## config.mk

```make
export PLATFORM = sky130hd
export DESIGN_NAME = mmio_bus_fabric
export DESIGN_NICKNAME = d
export VERILOG_FILES = /design/src/rtl/mmio_bus_fabric.sv
export SDC_FILE = /design/constraint.sdc
export NUM_CORES = 1
export LEC_CHECK = 0
export CAP_MARGIN = 20
export CORE_AREA = 2 2 142 144
export DETAILED_ROUTE_END_ITERATION = 8
export DIE_AREA = 0 0 144 146
export GPL_TIMING_DRIVEN = 1
export PLACE_DENSITY_LB_ADDON = 0.05
export RECOVER_POWER = 100
export SLEW_MARGIN = 20
export SYNTH_ARGS = -nofsm -noshare
export SYNTH_HDL_FRONTEND = slang
export SYNTH_SLANG_ARGS = --single-unit
```

## constraint.sdc

```tcl
create_clock -name clk -period 6.1 [get_ports clk]
set_input_delay 0.61 -clock clk [delete_from_list [all_inputs] [get_ports clk]]
set_output_delay 0.61 -clock clk [all_outputs]
set_load 0.1 [all_outputs]
```

## src/rtl/mmio_bus_fabric.sv

```systemverilog
// Single-master MMIO fabric: decodes a small peripheral region into NUM_SLAVES slots, everything else goes to the data-memory port.
// Optional slave-wait timeout is compiled in with `define MMIO_TIMEOUT_EN.
module mmio_bus_fabric #(
  parameter int          NUM_SLAVES     = 4,
  parameter logic [31:0] REGION_BASE    = 32'hFFFF0000,
  parameter int          SLOT_LOG2      = 4,
  parameter int          TIMEOUT_CYCLES = 16
) (
  input  logic                       clk,
  input  logic                       rst,
  input  logic                       m_valid,
  input  logic                       m_we,
  input  logic [31:0]                m_addr,
  input  logic [31:0]                m_wdata,
  output logic                       m_ready,
  output logic [31:0]                m_rdata,
  output logic                       m_err,
  output logic [NUM_SLAVES-1:0]      s_sel,
  output logic                       s_we,
  output logic [31:0]                s_addr,
  output logic [31:0]                s_wdata,
  input  logic [NUM_SLAVES-1:0]      s_ready,
  input  logic [NUM_SLAVES*32-1:0]   s_rdata,
  output logic                       mem_sel,
  input  logic                       mem_ready,
  input  logic [31:0]                mem_rdata,
  output logic [31:0]                last_err_addr
);

  typedef enum logic [1:0] {IDLE, WAIT, RESP} state_t;

  localparam logic [32:0] REGION_SIZE = 33'(NUM_SLAVES) << SLOT_LOG2;

  state_t state_reg, state_next;

  logic                  we_reg;
  logic [31:0]           addr_reg;
  logic [31:0]           wdata_reg;
  logic                  is_slot_reg;
  logic [NUM_SLAVES-1:0] hot_reg;
  logic [31:0]           rdata_reg;
  logic                  err_reg;
  logic [31:0]           last_err_reg;

  logic [31:0]           offset;
  logic                  in_region;
  logic [NUM_SLAVES-1:0] dec_hot;
  logic                  tgt_ready;
  logic [31:0]           tgt_rdata;
  logic                  load;
  logic                  to_resp;
  logic                  resp_err;
  logic [31:0]           resp_rdata;
  logic [31:0]           err_addr;

  // Incoming address decode; the 33-bit compare keeps a region touching the top of memory correct.
  assign offset    = m_addr - REGION_BASE;
  assign in_region = (m_addr >= REGION_BASE) && ({1'b0, offset} < REGION_SIZE);

  genvar gi;
  generate
    for (gi = 0; gi < NUM_SLAVES; gi++) begin : g_decode
      assign dec_hot[gi] = in_region && ((offset >> SLOT_LOG2) == 32'(gi));
    end
  endgenerate

  // Only the latched target's ready/rdata are observed; all others are masked out.
  always_comb begin
    tgt_ready = 1'b0;
    tgt_rdata = 32'h0;
    if (!is_slot_reg) begin
      tgt_ready = mem_ready;
      tgt_rdata = mem_rdata;
    end else begin
      for (int i = 0; i < NUM_SLAVES; i++) begin
        if (hot_reg[i]) begin
          tgt_ready = s_ready[i];
          tgt_rdata = s_rdata[32*i +: 32];
        end
      end
    end
  end

`ifdef MMIO_TIMEOUT_EN
  localparam int CNT_W = (TIMEOUT_CYCLES > 1) ? $clog2(TIMEOUT_CYCLES + 1) : 1;
  logic [CNT_W-1:0] wait_cnt_reg;
  logic             timeout_hit;

  assign timeout_hit = (wait_cnt_reg == CNT_W'(TIMEOUT_CYCLES - 1));

  always_ff @(posedge clk or posedge rst) begin
    if (rst) begin
      wait_cnt_reg <= '0;
    end else if (state_reg != WAIT) begin
      wait_cnt_reg <= '0;
    end else begin
      wait_cnt_reg <= wait_cnt_reg + 1'b1;
    end
  end
`else
  logic        timeout_hit;
  logic [31:0] unused_timeout_cfg;

  assign timeout_hit        = 1'b0;
  assign unused_timeout_cfg = 32'(TIMEOUT_CYCLES);
`endif

  always_ff @(posedge clk or posedge rst) begin
    if (rst) begin
      state_reg <= IDLE;
    end else begin
      state_reg <= state_next;
    end
  end

  always_comb begin
    state_next = state_reg;
    load       = 1'b0;
    to_resp    = 1'b0;
    resp_err   = 1'b0;
    resp_rdata = 32'h0;
    err_addr   = addr_reg;
    case (state_reg)
      IDLE: begin
        err_addr = m_addr;
        if (m_valid) begin
          load = 1'b1;
          // Misaligned slot accesses are rejected without ever selecting the slot.
          if ((|dec_hot) && (m_addr[1:0] != 2'b00)) begin
            state_next = RESP;
            to_resp    = 1'b1;
            resp_err   = 1'b1;
          end else begin
            state_next = WAIT;
          end
        end
      end
      WAIT: begin
        if (tgt_ready) begin
          state_next = RESP;
          to_resp    = 1'b1;
          resp_rdata = we_reg ? 32'h0 : tgt_rdata;
        end else if (timeout_hit) begin
          state_next = RESP;
          to_resp    = 1'b1;
          resp_err   = 1'b1;
        end
      end
      RESP: begin
        state_next = IDLE;
      end
      default: begin
        state_next = IDLE;
      end
    endcase
  end

  always_ff @(posedge clk or posedge rst) begin
    if (rst) begin
      we_reg       <= 1'b0;
      addr_reg     <= 32'h0;
      wdata_reg    <= 32'h0;
      is_slot_reg  <= 1'b0;
      hot_reg      <= '0;
      rdata_reg    <= 32'h0;
      err_reg      <= 1'b0;
      last_err_reg <= 32'h0;
    end else begin
      if (load) begin
        we_reg      <= m_we;
        addr_reg    <= m_addr;
        wdata_reg   <= m_wdata;
        is_slot_reg <= |dec_hot;
        hot_reg     <= dec_hot;
      end
      if (to_resp) begin
        rdata_reg <= resp_rdata;
        err_reg   <= resp_err;
        if (resp_err) begin
          last_err_reg <= err_addr;
        end
      end
    end
  end

  assign m_ready       = (state_reg == RESP);
  assign m_rdata       = (state_reg == RESP) ? rdata_reg : 32'h0;
  assign m_err         = (state_reg == RESP) && err_reg;
  assign s_sel         = (state_reg == WAIT) ? hot_reg : '0;
  assign mem_sel       = (state_reg == WAIT) && !is_slot_reg;
  assign s_we          = (state_reg == WAIT) && we_reg;
  assign s_addr        = addr_reg;
  assign s_wdata       = wdata_reg;
  assign last_err_addr = last_err_reg;

endmodule

```

* After elaboration in Yosys (flattened, before gate mapping) *
Cells that the tools add are included.
Widths: inputs -> output; s select.

cells by class
  add/subtract/negate cells = 1
  magnitude comparators = 2
  equal/unequal tests = 7
  muxes and demuxes = 27
  reduce and logical (&&, ||, !) cells = 16

operator list
  kind                    count
  $mux 32                 10
  $eq 28x2->1 const B     2
  $ge 32x32->1 const B    1
  $logic_not 32->1        1
  $lt 32x7->1 const B     1
  $sub 32x32->32 const B  1
  $eq 28x1->1 const B     1
  $mux 1                  11
  $logic_and 1x1->1       9
  $mux 2                  3
  $mux 4                  1
  $ne 2x2->1 const B      2
  $pmux 2 s2              1
  $reduce_and 2->1        2
  $reduce_or 4->1         1
  $eq 2x1->1 const B      1
  $eq 2x2->1 const B      1
  $logic_not 2->1         1
  $pmux 1 s2              1
  $reduce_bool 2->1       1
  $logic_not 1->1         1

word-level totals
  register bits = 137
  input bits = 233
  output and inout port bits = 136
  logic and storage cells = 62

* Logic depth before layout (Yosys ltp) *
Gate-level depths: netlist of run 1.

  depth after elaboration = 10
  depth in mapped cells = 7
  mapped depth without buffers = 4

* Least setup slack after synthesis of run 1 *
No wires, ideal clock.

  path kind = register -> output
  from = register state_reg[0]
  to = output port m_rdata[22]
  arrival time = 2,510 ps
  data required time = 5,490 ps
  setup slack = 2,980 ps
  stages on the path, launching flop included = 4
  path buffers = 1
  cell sequence = dfrtp_1 -> nor2b_1 -> clkbuf_1 -> and2_1

on the way
  word-level cells in the longest chain between the ends = 2

ends and longest elaborated chain
  item                    line  RTL
  from (decl)             34    state_t state_reg, state_next;
  from (signal assigned)  112   state_reg <= state_next;
  $eq 2x2->1              --
  via m_ready             15    output logic m_ready,
  $mux 32                 187   assign m_rdata = (state_reg == RESP) ? rdata_reg : 32'h0;
  to (decl)               16    output logic [31:0] m_rdata,

The timed path passes the listed nets, and every way through them passes these cells.

* Final worst setup path of run 1 *
  from = register state_reg[0]
  to = register rdata_reg[0]

on the way
  word-level cells in the longest chain between the ends = 2

ends and longest elaborated chain
  item                                           line  RTL
  $eq 2x1->1 or $logic_not 2->1 (tied branches)  123   case (state_reg)
  $pmux 1 s2 or $mux 32 (tied branches)          123
  to (signal assigned)                           177   rdata_reg <= resp_rdata;
  to (decl)                                      41    logic [31:0] rdata_reg;

Several ways; a longest one is shown, not always the timed one.
A chain may end at the register's enable or synchronous reset.

==> results of run 1 <==
## cell type report
class | count | area [um^2] | area share, %
sequential | 137 | 3430 | 30.4
inverter | 35 | 131 | 1.16
multi-input combinational | 410 | 3040 | 26.9
timing repair buffer | 378 | 3750 | 33.3
tap | 265 | 332 | 2.94
clock buffer | 18 | 429 | 3.80
clock inverter | 13 | 170 | 1.51
## critical path: cells and delay by family, from the launching register on
kind	cells	cell delay [ps]
AOI/OAI and AO/OA	1	630
buffers and inverters	1	940
DFF	1	400
and+or+nand+nor	3	2190
## synth_stat cells (2+ instances only)
cell type | n | share of area [%]
nand4_1 | 3 | 0.27
nor2_1 | 34 | 1.9
nor2b_1 | 3 | 0.27
o21ai_0 | 3 | 0.22
and2_4 | 9 | 1.1
o41ai_1 | 2 | 0.26
nor4b_1 | 2 | 0.26
and2_1 | 39 | 3.6
buf_2 | 4 | 0.29
nand2_1 | 43 | 2.3
buf_6 | 6 | 0.98
a221o_1 | 33 | 4.8
nand2b_1 | 16 | 1.5
clkbuf_1 | 42 | 2.3
nand3_1 | 2 | 0.15
a21oi_1 | 33 | 2.4
inv_1 | 35 | 1.9
a31oi_1 | 33 | 3.0
a32o_1 | 32 | 4.7
o31ai_1 | 2 | 0.22
dfrtp_1 | 137 | 50
buf_1 | 4 | 0.22
or2b_1 | 2 | 0.22
mux2_2 | 75 | 12
a21o_1 | 2 | 0.22
nand3b_1 | 33 | 3.6
## metrics by stage
step,hold WS (ps),worst slack [ps]
after floorplan,441,1820
after global placement,449,2740
after detailed placement,448,2720
after CTS,467,2480
after global routing,475,1250
final,453,1770
## cells in the final DEF (no fill, tap or decap), types with 3 or more instances in the layout
cell type,synthesis,layout
nand4_1,3,3
a32o_1,32,32
mux2_2,75,74
dfrtp_1,137,133
and2_1,39,39
a31oi_1,33,33
buf_4,0,9
a21oi_1,33,33
clkinvlp_4,0,3
dfrtp_2,0,4
and2_2,0,7
inv_1,35,35
inv_6,0,3
dlygate4sd3_1,0,136
nor2_1,34,35
a221o_1,33,33
clkdlybuf4s50_1,0,232
clkbuf_16,0,17
nand2_1,43,42
bufinv_16,0,3
o21ai_0,3,3
nand2b_1,16,16
clkinv_4,0,3
nand3b_1,33,33
## logic make-up (layout without fill, tap and decap cells)
group	Yosys count	in the layout	share of synthesized area, %
mux	75	75	12.3
compound gates	141	141	15.9
buf+inv	92	444	5.92
flops	137	137	49.9
simple gates	194	194	16.0
## layer usage
| metal | vias up | GRT usage [%] | wire (um) |
|---|---|---|---|
| met1 | 2975 | 24.9 | 9150 |
| li1 | 2989 | - | - |
| met4 | 0 | 7.01 | 447 |
| met5 | - | 0 | 0 |
| met3 | 30 | 7.57 | 2210 |
| met2 | 245 | 37.1 | 11500 |
## worst max path at each step
| stage | to | slack [ps] | depth (start not counted) |
|---|---|---|---|
| 6_report | rdata_reg[0] | 1770 | 5 |
| 5_1_grt | last_err_addr[20] | 1250 | 2 |
| 3_5_place_dp | rdata_reg[24] | 2720 | 5 |
| 3_3_place_gp | rdata_reg[20] | 2740 | 5 |
| 4_1_cts | m_rdata[15] | 2480 | 4 |
| 2_1_floorplan | err_reg | 1820 | 1 |
## power by group
group	internal, mW	leakage (nW)	switching, mW
Combinational	0.656	2.90	1.87
Clock	0.645	0.283	0.401
Sequential	1.19	1.73	0.132
==> results.json, run 1 <==
{
  "finalInstanceArea_um2": 11300,
  "ctsResizeCount": 0,
  "clkTransAtPathRegs_ps": 60,
  "start_util_pct": 35.5,
  "root_buffer": "clkbuf_16",
  "startpoint": "state_reg[0]",
  "first_global_vias": 6255,
  "diodes": 0,
  "drtAntennaViolNets": 0,
  "r2r_slack_ps": 1770,
  "cp_slowest_stage_delay_ps": 940,
  "place_area_um2": 10700,
  "path_cells": "nor2_1, nand2_4, or4_2, clkbuf_1, a32o_1",
  "coreArea_um2": 19300,
  "min_period_over_period_pct": 71.0,
  "syn_area_um2": 6870,
  "htreeDepth": 4,
  "drc": 0,
  "hold_viol": 0,
  "power_density_nw_per_um2": 433,
  "grt_setup_unrepaired": "no",
  "viasPerCell": 4.97,
  "syn_inst": 639,
  "crit_fanout": 77,
  "syn_avg_cell_area_um2": 10.8,
  "cts_buffers": 17,
  "vias": 6239,
  "hp-class": "flip-flop to flip-flop",
  "r2r_cells": 5,
  "drive_above_1_share_pct": 13.0,
  "die_area_um2": 21000,
  "cts_hold_repair.buffers": 0,
  "criticalPathCategory": "flip-flop to flip-flop",
  "routed_wl_um": 23300,
  "post-place-cells": 1225,
  "required_ps": 6400,
  "layout_min_cycle_time_ps": 4330,
  "fin_nets": 1212,
  "post_cts_buffers": 0,
  "dominantRegCellSynth": "dfrtp_1",
  "status": "complete, but fails checks",
  "grt_max_degree": 98,
  "fin_util_pct": 58.4,
  "critPathLaunchType": "flip-flop",
  "max_freq_mhz": 231,
  "setup_viol": 0,
  "syn_nets": 872,
  "wl_per_cell_um": 18.5,
  "report.final.slew_viol_count": 158,
  "leakagePower_nw": 4.91,
  "ir_worst_vdd_uv": 387,
  "place.gp.congestion": 0.764,
  "cts_tree": "yes",
  "hp-start": "last_err_addr[29]",
  "final_cells": 1256,
  "violations": "max-capacitance violations, max-slew violations",
  "worstReg2RegStart": "state_reg[0]",
  "async_reset_ff_share_pct": 100,
  "hpwl_um": 16500,
  "crit_path_end_kind": "flip-flop",
  "firstDrtPassIters": 6,
  "clock_latency_ps": 420,
  "io_buffer_count": 368,
  "cts_max_path_buffers": 2,
  "fp.dieH_um": 146,
  "seq_area_frac_synth_pct": 49.9,
  "syn2layout_area_growth_pct": 64.3,
  "arrival_ps": 4630,
  "rr_endpoint": "rdata_reg[0]",
  "fin_skew_ps": 5.39,
  "fillCellCount": 1757,
  "yosys_warnings": 0,
  "power_mw": 4.89,
  "min_path_cells": 1,
  "grt_pass1_wl_um": 34800,
  "overflow": 0,
  "worst_path_max_delay_cell": "clkbuf_1",
  "antenna_found_initial": 0,
  "drt_iter0_drc": 194,
  "grt_use_total_pct": 21.6,
  "max_cap_violations": 2,
  "cts.sinks": 137,
  "slew_headroom_pct": -147,
  "boundaryPins": 369,
  "num_rows": 51,
  "tns_ps": 0,
  "worst_slew_pin_slew_ps": 3710,
  "min_to": "last_err_addr[29]",
  "ys_ff_latch": 137,
  "fp.dieW_um": 144,
  "ys_types": 36,
  "synth_edf_count": 0
}
Note: power is estimated with default switching activity, not from simulation.
==> run 2: changes to the inputs <==
==> constraint.sdc (replaced) <==
create_clock -name clk -period 3.7 [get_ports clk]
set_input_delay 0.37 -clock clk [delete_from_list [all_inputs] [get_ports clk]]
set_output_delay 0.37 -clock clk [all_outputs]
set_load 0.1 [all_outputs]
==> run 2 against run 1 <==
Clock skew is 3.4 ps higher. Die area unchanged. Core utilization decreased by 0.93 points. Highest routed layer unchanged. The flow still finishes with violations (max-capacitance violations, max-slew violations). Clock power grew 54%. Hold slack worse by 62 ps. Cell count grew 0.48%.
==> results.json, run 2 (synthesis gave the netlist of run 1 again) <==
{
  "hp-class": "input pin to asynchronous set/reset pin",
  "path_cells": "nor2b_1, buf_4, and2_1, buf_4",
  "r2r_slack_ps": 950,
  "grt_max_degree": 77,
  "drive_above_1_share_pct": 16.1,
  "layout_min_cycle_time_ps": 2970,
  "crit_family": "simple AND/OR/NAND/NOR gates",
  "power_mw": 7.94,
  "ir_worst_vdd_uv": 768,
  "place.gp.congestion": 0.778,
  "required_ps": 3330,
  "crit_path_end_kind": "output pin",
  "max_freq_mhz": 337,
  "cts_hold_repair.buffers": 0,
  "start_util_pct": 35.5,
  "worstReg2RegStart": "state_reg[0]",
  "worst_slew_pin_slew_ps": 1730,
  "vias": 6251,
  "fin_ws_ps": 735,
  "overflow": 0,
  "violations": "max-capacitance violations, max-slew violations",
  "num_rows": 51,
  "viasPerCell": 4.95,
  "hold_viol": 0,
  "cts.sinks": 137,
  "cp-endpoint": "m_rdata[18]",
  "worst_path_max_delay_cell": "nor2b_1",
  "slew_headroom_pct": -15.5,
  "drtAntennaViolNets": 0,
  "io_buffer_count": 368,
  "cts_tree": "yes",
  "worst-path-buf-inv": 2,
  "syn2layout_area_growth_pct": 61.7,
  "grt_setup_unrepaired": "no",
  "coreArea_um2": 19300,
  "min_period_over_period_pct": 80.1,
  "arrival_ps": 2600,
  "cts_max_path_buffers": 2,
  "grt_pass1_wl_um": 35500,
  "report.final.slew_viol_count": 69,
  "fin_util_pct": 57.5,
  "clock_latency_ps": 410,
  "fin_nets": 1215,
  "tns_ps": 0,
  "fp.dieH_um": 146,
  "status": "complete, but fails checks",
  "first_global_vias": 6248,
  "cts_buffers": 17,
  "root_buffer": "clkbuf_16",
  "startpoint": "state_reg[0]",
  "fin_skew_ps": 8.81,
  "critPathLaunchType": "flip-flop",
  "routed_wl_um": 23300,
  "wl_per_cell_um": 18.4,
  "drc": 0,
  "r2r_cells": 6,
  "power_density_nw_per_um2": 715,
  "max_cap_violations": 1,
  "ctsResizeCount": 0,
  "crit_fanout": 18,
  "hpwl_um": 16700,
  "clkTransAtPathRegs_ps": 60,
  "rr_endpoint": "last_err_addr[5]",
  "leakagePower_nw": 4.80,
  "cp_slowest_stage_delay_ps": 920,
  "setup_viol": 0,
  "crit_top_cell": "buf_4",
  "path_depth": 4,
  "htreeDepth": 4,
  "firstDrtPassIters": 5,
  "die_area_um2": 21000,
  "final_cell_mix": "clkdlybuf4s50_1, dfrtp_1, dlygate4sd3_1",
  "pre_cts_ws_ps": 735,
  "post_cts_buffers": 0,
  "grt_use_total_pct": 21.9,
  "fp.dieW_um": 144,
  "drt_iter0_drc": 222,
  "boundaryPins": 369,
  "antenna_found_initial": 3,
  "timing.hold.ws_ps": 392,
  "layout_commonest_cell": "clkdlybuf4s50_1",
  "criticalPathCategory": "flip-flop to output pin"
}
-- run 2: cell types whose count changed in the layout (fill, tap and decap cells not counted), sizes merged, moves of 2 or more --
cell         delta
inv             -3
diode           +3
clkbuf         +26
bufinv          -2
clkinvlp        +3
buf            +20
dlygate4sd3    -39
-- run 2: worst reg2reg max path: stages (launching register included) --
cell      delay, ps
dfrtp_1         400
nor2_1          610
nand2_4          70
buf_4           400
nor4_1          390
clkbuf_1        380
mux2_2          380
-- run 2: layer usage --
| layer | part of all wire [%] | vias to the layer above | GRT usage, % |
|---|---|---|---|
| met5 | 0 | - | 0 |
| met4 | 2.0 | 0 | 7.21 |
| met3 | 9.8 | 28 | 8.09 |
| met2 | 48 | 245 | 36.6 |
| met1 | 40 | 2976 | 26.1 |
| li1 | - | 3002 | - |
-- run 2: layout make-up --
| type | count | area (um^2) |
|---|---|---|
| repair buffers | 381 | 3610 |
| inverters | 35 | 133 |
| multi-input cells | 410 | 3030 |
| diodes | 3 | 7.51 |
| fillers | 1745 | 8230 |
| clock buffers | 21 | 470 |
| clock inverters | 10 | 95.1 |
| flip-flops and latches | 137 | 3430 |
| well taps | 265 | 332 |
-- run 2: worst min-delay path by stage --
stage	from	to
5_1_grt	rst	s_addr[23]
3_3_place_gp	last_err_addr[30]	last_err_addr[30]
6_report	rst	s_addr[27]
4_1_cts	rst	s_addr[13]
2_1_floorplan	err_reg	err_reg
3_5_place_dp	last_err_addr[30]	last_err_addr[30]
-- run 2: stage by stage --
stage,std cells,instance area [um^2]
floorplan,639,6870
CTS,1259,11200
global route,1260,11100
finish,1262,11100
detailed placement,1228,10700
global placement,1228,10700
-- run 2: report_power, final --
group          total, mW  internal (mW)  switching (mW)
Sequential          2.17           1.96           0.212
Combinational       4.16           1.07            3.08
Clock               1.62          0.974           0.641
Total               7.94           4.01            3.94
==> run 3: changes to the inputs <==
==> constraint.sdc (replaced) <==
create_clock -name clk -period 2.7 [get_ports clk]
set_input_delay 0.27 -clock clk [delete_from_list [all_inputs] [get_ports clk]]
set_output_delay 0.27 -clock clk [all_outputs]
set_load 0.1 [all_outputs]
==> run 3 against run 2 <==
The flow now finishes without violations. Register-to-register slack worse by 490 ps. Final area shrank 0.80%. Global-route usage is 0.80 points lower. Die area unchanged. Largest cell class unchanged.
==> results.json, run 3 (synthesis gave the netlist of run 1 again) <==
{
  "r2r_cells": 5,
  "viasPerCell": 4.89,
  "fin_skew_ps": 6.79,
  "report.final.slew_viol_count": 0,
  "drtAntennaViolNets": 0,
  "fin_util_pct": 57.0,
  "fin_nets": 1225,
  "syn2layout_area_growth_pct": 60.4,
  "start_util_pct": 35.5,
  "power_mw": 10.9,
  "arrival_ps": 2620,
  "min_path_cells": 1,
  "crit_fanout": 59,
  "combPwrFrac_pct": 49.7,
  "criticalPathCategory": "input pin to flip-flop",
  "firstDrtPassIters": 4,
  "final_cell_mix": "clkdlybuf4s50_1, dfrtp_1, clkbuf_1",
  "leakagePower_nw": 4.60,
  "layout_commonest_cell": "clkdlybuf4s50_1",
  "layout_min_cycle_time_ps": 2320,
  "hpwl_um": 17100,
  "required_ps": 3000,
  "status": "finished clean",
  "r2r_slack_ps": 460,
  "routed_wl_um": 22900,
  "overflow": 0,
  "rr_endpoint": "rdata_reg[12]",
  "ctsResizeCount": 0,
  "grt_pass1_wl_um": 34500,
  "grt_max_degree": 76,
  "max_cap_violations": 0,
  "min_period_over_period_pct": 86.0,
  "timing.hold.ws_ps": 462,
  "path_cells": "dlygate4sd3_1, nor4_1, nand4b_1, or4_2, buf_12, a32o_1",
  "post-place-cells": 1238,
  "cts_max_path_buffers": 2,
  "antenna_found_initial": 3,
  "final_cells": 1273,
  "worstReg2RegStart": "is_slot_reg",
  "vias": 6231,
  "cts_hold_repair.buffers": 0,
  "first_global_vias": 6310,
  "tns_ps": 0,
  "die_area_um2": 21000,
  "power_density_nw_per_um2": 988,
  "internal_power_mw": 5.46,
  "drive_above_1_share_pct": 17.4,
  "hold_viol": 0,
  "ir_worst_vdd_uv": 816,
  "drc": 0,
  "num_rows": 51,
  "place.gp.congestion": 0.771,
  "switching_power_mw": 5.43,
  "grt_setup_unrepaired": "no",
  "clkTransAtPathRegs_ps": 60,
  "crit_family": "simple AND/OR/NAND/NOR gates",
  "drt_iter0_drc": 242,
  "cts.sinks": 137,
  "worst_slew_pin_slew_ps": 1320,
  "worst_path_max_delay_cell": "or4_2",
  "cts_buffers": 17,
  "fp.dieH_um": 146,
  "root_buffer": "clkbuf_16",
  "cts_tree": "yes",
  "io_buffer_count": 368,
  "min_to": "last_err_addr[24]",
  "boundaryPins": 369,
  "hp-start": "last_err_addr[24]",
  "grt_use_total_pct": 21.1,
  "cp_slowest_stage_delay_ps": 710,
  "slew_headroom_pct": 11.5,
  "fp.dieW_um": 144,
  "wl_per_cell_um": 18.0,
  "setup_viol": 0,
  "p_seq_share_pct": 27.5,
  "post_cts_buffers": 0,
  "p_sw_share_pct": 49.9,
  "critPathLaunchType": "input pin",
  "max_freq_mhz": 431,
  "crit_path_end_kind": "flip-flop",
  "clock_latency_ps": 410,
  "p_clk_share_pct": 22.8,
  "worst-path-buf-inv": 2,
  "coreArea_um2": 19300,
  "hp-class": "flip-flop to flip-flop",
  "htreeDepth": 4
}
[run 3: layer usage]
layer  vias up  global-route usage (%)  wire length, um
met1      2959                    25.4             9450
met5         -                       0                0
met4         0                    7.40              467
met2       234                    35.3            11000
li1       3009                       -                -
met3        29                    7.01             1970
[run 3: worst max-delay path by stage]
stage,from,endpoint,slack [ps],cells after the start
floorplan,is_slot_reg,mem_sel,340,3
global placement,m_addr[12],rdata_reg[20],90,6
detailed placement,m_addr[12],rdata_reg[25],80,6
CTS,m_addr[12],rdata_reg[25],530,6
global route,m_addr[12],last_err_addr[2],240,7
finish,m_addr[12],rdata_reg[25],380,6
[run 3: worst reg2reg max path, cell delays in order, from the launching register on]
cell	delay, ps
dfrtp_1	980
nand2b_1	100
a221o_1	360
a21o_1	200
buf_4	200
a32o_1	280
[run 3: final cells by class]
class                   count  area, um^2
clock inverters            13         193
fillers                  1837        8320
flip-flops and latches    137        3430
well taps                 265         332
multi-input cells         410        3030
diodes                      3        7.51
inverters                  35         133
clock buffers              19         443
repair buffers            391        3450
[run 3: power by group through the flow]
stage / Combinational, mW / Clock (mW) / Sequential (mW)
2_1_floorplan: 1.28 / 0 / 6.04
3_3_place_gp: 5.82 / 0 / 3.03
3_5_place_dp: 5.84 / 0 / 3.04
4_1_cts: 5.85 / 2.54 / 3.01
5_1_grt: 5.60 / 2.63 / 3.08
6_report: 5.41 / 2.48 / 2.99
[run 3: metrics by stage]
step / setup slack (ps) / instance area (um^2)
floorplan: 337 / 6880
global placement: 90.8 / 10800
detailed placement: 83.5 / 10800
CTS: 526 / 11500
global route: 236 / 11000
finish: 378 / 11000
